## src/rtl/uart_cmd_deframer.sv

```systemverilog
// Frames 9-byte host commands (opcode + 8 payload bytes) popped from the UART RX FIFO
// and hands validated packets to the command hub over a valid/ready handshake.
module uart_cmd_deframer #(
    parameter int TIMEOUT_CYCLES = 100000,
    parameter int CNT_W          = 17
) (
    input  logic        clk,
    input  logic        reset,
    input  logic [7:0]  rx_data,
    input  logic        rx_data_present,
    output logic        rx_read,
    output logic        cmd_valid,
    input  logic        cmd_ready,
    output logic [7:0]  cmd_opcode,
    output logic [63:0] cmd_payload,
    output logic        err_bad_opcode,
    output logic        err_timeout,
    output logic        busy
);

    localparam logic [1:0] ST_IDLE    = 2'd0;
    localparam logic [1:0] ST_PAYLOAD = 2'd1;
    localparam logic [1:0] ST_HOLD    = 2'd2;

    localparam logic [CNT_W-1:0] TIMEOUT_LIMIT = CNT_W'(TIMEOUT_CYCLES);
    localparam logic [CNT_W-1:0] CNT_ONE       = CNT_W'(1);

    logic [1:0]       state_q, state_d;
    logic [2:0]       count_q, count_d;
    logic [CNT_W-1:0] tcnt_q, tcnt_d;
    logic             bad_q, bad_d;
    logic [7:0]       opcode_buf_q, opcode_buf_d;
    logic [55:0]      slot_q, slot_d;
    logic             rx_read_q, rx_read_d;
    logic             cmd_valid_q, cmd_valid_d;
    logic [7:0]       cmd_opcode_q, cmd_opcode_d;
    logic [63:0]      cmd_payload_q, cmd_payload_d;
    logic             err_bad_q, err_bad_d;
    logic             err_to_q, err_to_d;
    logic             busy_q, busy_d;
    logic             slot_wr;

    function automatic logic legal_opcode(input logic [7:0] op);
        logic ok;
        case (op)
            8'h01, 8'h02, 8'h03, 8'h04, 8'h05,
            8'h06, 8'h07, 8'h09, 8'h0A, 8'h0B: ok = 1'b1;
            default:                           ok = 1'b0;
        endcase
        return ok;
    endfunction

    // Payload bytes 1..7 are parked here; byte 8 goes straight from rx_data
    // into the output register when the packet completes.
    assign slot_wr = (state_q == ST_PAYLOAD) && rx_read_q;

    genvar gi;
    generate
        for (gi = 0; gi < 7; gi++) begin : g_slot
            assign slot_d[8*gi +: 8] = (slot_wr && (count_q == 3'(gi))) ? rx_data
                                                                        : slot_q[8*gi +: 8];
        end
    endgenerate

    always_comb begin
        state_d       = state_q;
        count_d       = count_q;
        tcnt_d        = tcnt_q;
        bad_d         = bad_q;
        opcode_buf_d  = opcode_buf_q;
        cmd_opcode_d  = cmd_opcode_q;
        cmd_payload_d = cmd_payload_q;
        err_bad_d     = 1'b0;
        err_to_d      = 1'b0;

        case (state_q)
            ST_IDLE: begin
                if (rx_read_q) begin
                    opcode_buf_d = rx_data;
                    bad_d        = !legal_opcode(rx_data);
                    count_d      = 3'd0;
                    tcnt_d       = CNT_ONE;
                    state_d      = ST_PAYLOAD;
                end
            end
            ST_PAYLOAD: begin
                if (rx_read_q) begin
                    tcnt_d  = CNT_ONE;
                    count_d = count_q + 3'd1;
                    if (count_q == 3'd7) begin
                        count_d = 3'd0;
                        if (bad_q) begin
                            err_bad_d = 1'b1;
                            state_d   = ST_IDLE;
                        end else begin
                            cmd_opcode_d  = opcode_buf_q;
                            cmd_payload_d = {rx_data, slot_q};
                            state_d       = ST_HOLD;
                        end
                    end
                end else if (tcnt_q + CNT_ONE == TIMEOUT_LIMIT) begin
                    // tcnt_q counts cycles since the last read, so the pulse
                    // lands exactly TIMEOUT_CYCLES after that read cycle.
                    err_to_d = 1'b1;
                    state_d  = ST_IDLE;
                    count_d  = 3'd0;
                    tcnt_d   = '0;
                end else begin
                    tcnt_d = tcnt_q + CNT_ONE;
                end
            end
            ST_HOLD: begin
                if (cmd_ready) begin
                    state_d = ST_IDLE;
                end
            end
            default: begin
                state_d = ST_IDLE;
            end
        endcase

        // Looking at the next state lets a read start in the cycle cmd_valid drops.
        rx_read_d   = ((state_d == ST_IDLE) || (state_d == ST_PAYLOAD)) &&
                      rx_data_present && !rx_read_q;
        cmd_valid_d = (state_d == ST_HOLD);
        busy_d      = (state_d != ST_IDLE);
    end

    always_ff @(posedge clk) begin
        if (reset) begin
            state_q       <= ST_IDLE;
            count_q       <= '0;
            tcnt_q        <= '0;
            bad_q         <= 1'b0;
            opcode_buf_q  <= '0;
            slot_q        <= '0;
            rx_read_q     <= 1'b0;
            cmd_valid_q   <= 1'b0;
            cmd_opcode_q  <= '0;
            cmd_payload_q <= '0;
            err_bad_q     <= 1'b0;
            err_to_q      <= 1'b0;
            busy_q        <= 1'b0;
        end else begin
            state_q       <= state_d;
            count_q       <= count_d;
            tcnt_q        <= tcnt_d;
            bad_q         <= bad_d;
            opcode_buf_q  <= opcode_buf_d;
            slot_q        <= slot_d;
            rx_read_q     <= rx_read_d;
            cmd_valid_q   <= cmd_valid_d;
            cmd_opcode_q  <= cmd_opcode_d;
            cmd_payload_q <= cmd_payload_d;
            err_bad_q     <= err_bad_d;
            err_to_q      <= err_to_d;
            busy_q        <= busy_d;
        end
    end

    assign rx_read        = rx_read_q;
    assign cmd_valid      = cmd_valid_q;
    assign cmd_opcode     = cmd_opcode_q;
    assign cmd_payload    = cmd_payload_q;
    assign err_bad_opcode = err_bad_q;
    assign err_timeout    = err_to_q;
    assign busy           = busy_q;

endmodule
```

## config.mk

```make
export PLATFORM = sky130hd
export DESIGN_NAME = uart_cmd_deframer
export DESIGN_NICKNAME = d
export VERILOG_FILES = /design/src/rtl/uart_cmd_deframer.sv
export SDC_FILE = /design/constraint.sdc
export NUM_CORES = 1
export LEC_CHECK = 0
export ABC_CLOCK_PERIOD_IN_PS = 6800
export CORE_UTILIZATION = 45
export CTS_BUF_LIST = sky130_fd_sc_hd__clkbuf_16
export CTS_CLUSTER_DIAMETER = 30
export DETAILED_ROUTE_END_ITERATION = 7
export HOLD_SLACK_MARGIN = 0.12
export PLACE_DENSITY = 0.77
export SETUP_SLACK_MARGIN = 0.4
export SLEW_MARGIN = 20
export SYNTH_ARGS = -nofsm -noshare
export SYNTH_HDL_FRONTEND = slang
export SYNTH_SLANG_ARGS = --single-unit
```

## constraint.sdc

```tcl
create_clock -name clk -period 6.8 [get_ports clk]
set_input_delay 1.36 -clock clk [delete_from_list [all_inputs] [get_ports clk]]
set_output_delay 1.36 -clock clk [all_outputs]
set_load 0.1 [all_outputs]
```

==> qor.txt <==
Status = complete, no violations
Initial Utilization = 0.468
Die height = 120 um
Hold Vio Cnt, Final = 0
CP bufs+invs = 1
Post-layout min period = 3.42 ns
Max cap viols = 0
Vias in the first global route = 4,879
Latest clock arrival within the worst-skew pair = 0.43 ns
# clock sinks = 164
Critical-path cell list = clkdlybuf4s50_1
Post-CTS repair timing setup buffer count = 0
Element type at the critical path end = output pin
Worst setup SP type = flop
Crit Path Category = reg2out
Fmax = 293 MHz
Mapped Area = 6290 sq um
CTS tree = yes
N_diodes = 0
Post-synth cell types = 49
Clk root buf = clkbuf_16
Met3 Use GR = 0.0519
Initial DRC Count = 419
Slew @ Worst Pin = 0.988 ns
Max Root-Sink Buffers = 2
Initial antenna violation count = 0
Ratio of cells with drive above 1 in the final layout = 0.0541
Core Area = 13,500 sq um
Final standard cell area without fillers = 7770 sq um
Final worst-path cycle share = 0.503
Die width = 120 um
RSZ-0062 raised after global routing = false
Post-synth net total = 799
CP max-delay cell = clkdlybuf4s50_1
Post-synth EDFFs = 0
Most common cell after layout, fill and taps aside = nand2_1
GR Util All Layers = 0.214
DRT antenna net count = 0
Pleak = 2.75 nW
Routed via count = 5,452
Final setup fails = 0
Tot Pwr = 1.94 mW
Synthesis-to-layout area growth = 23.5%
Yosys Warn Count = 0
Fin util = 0.577
TritonCTS buffer count = 17
Placer's final routability congestion estimate = 0.795
Die footprint = 14,500 sq um
Hpwl dp = 9440 um
Detailed-router iteration count before antenna repair = 5
H-tree levels = 4
Crit-path leading delay family = buffers and inverters
Area leader, netlist = dfxtp_1
Power per Cell Area = 250 nW/um^2
Gr ovfl total = 0
Clock-pin transition on the worst setup and hold timing paths = 0.06 ns
HP Class = reg2reg
CP max stage delay = 1.18 ns
Placed Instance Area = 7210 sq um
Max rail drop VDD = 0.000173 V
Synth top area share = 0.522
Ys async rst share = 0
FF+latch count, synth = 164
Busiest grt layer = met2
Slew headroom = 0.340
Fillers = 1,258
Pin count of the biggest net entering global routing = 88
WL per Instance = 14.4 um
Routed wire length = 14,800 um
Setup Skew = 0.00781 ns
Setup TNS = 0 ns
# resized after CTS = 0
# hold bufs at CTS = 0
Layout Nets = 856
Most frequent cells in the layout = nand2_1, dfxtp_1, a21oi_1
WP data arrival = 2.06 ns
IO Count = 89
Worst hold margin = 0.448 ns
Synthesized area per cell = 8.07 sq um
First-pass GRT wire length = 24,300 um
Worst EP required = 5.44 ns
Mapped Cells = 780
Most used DFF post-synth = dfxtp_1
Final Slew Violations = 0
Drt via density = 5.31
Top post-synthesis cells by area = dfxtp_1, nand2_1, a21oi_1, mux2i_1, nand3_1
# rows = 42
Crit-path max FO = 8
Post-synthesis sequential area ratio = 0.522
Grt met1 use = 0.293
Port bufs = 88
GR met2 Demand/Resource = 0.330
DRC viols = 0
## cells in the mapped netlist, types with 2 or more instances
master    count
inv_1         8
nor4_1        7
nand2_1     229
nand3_1      39
or2_2         3
nor2_1       44
clkbuf_1     50
xor2_1        3
o31ai_1       2
a21oi_1     124
nand3b_1      3
dfxtp_1     164
o211ai_1      3
xnor2_1       2
nor2b_1       3
nor3_1        7
and3_1        3
a22o_1        2
and2_1        4
o22ai_1       3
o21ai_0      11
nand4_1       3
a31oi_1       5
ha_1          7
or3_1         4
mux2i_1      24
## logic make-up after synthesis
family | synth area share
flops | 0.522
xor+xnor | 0.00696
buf+inv | 0.0398
fa+ha+maj | 0.0139
mux | 0.0382
simple gates | 0.245
compound gates | 0.135
## power by group
part / total (mW) / internal [mW] / leakage (nW) / switching (mW)
Clock: 0.905 / 0.505 / 0.270 / 0.400
Combinational: 0.0661 / 0.0168 / 1.16 / 0.0493
Sequential: 0.973 / 0.967 / 1.32 / 0.00616
Total: 1.94 / 1.49 / 2.75 / 0.455
## final timing paths
path,startpoint,to,slack (ns),depth (start not counted)
setup / recovery,rx_read,rx_read,3.38,1
hold / removal,slot_q[51],cmd_payload[51],0.45,2
setup reg to reg,tcnt_q[0],count_q[1],4.07,7
hold reg to reg,slot_q[51],cmd_payload[51],0.45,2
## state kept, by name (all words and copies together) (netlist names)
name,cells
cmd_opcode,8
count_q,3
state_q,2
err_bad_opcode,1
slot_q,56
rx_read,1
err_timeout,1
cmd_valid,1
busy,1
opcode_buf_q,8
tcnt_q,17
bad_q,1
cmd_payload,64
## metal layers
layer	vias to the layer above	routed length (um)
li1	2726	-
met1	2549	6960
met2	157	6870
met3	20	771
met4	0	211
met5	-	0
## cell type report
cell class	instances	area, sq um	share of cell area
tap	176	220	0.0283
clock buffer	17	425	0.0548
clock inverter	15	129	0.0166
timing repair buffer	93	916	0.118
inverter	8	30.0	0.00387
multi-input combinational	553	2770	0.356
sequential	164	3280	0.423
## metrics by stage
step                      std cells  worst slack [ns]
after detailed placement        994              3.63
after floorplan                 780              4.04
after global placement          994              3.61
final                          1026              3.38
after CTS                      1026              3.35
after global routing           1026              3.32
(Power assumes the default switching activity.)
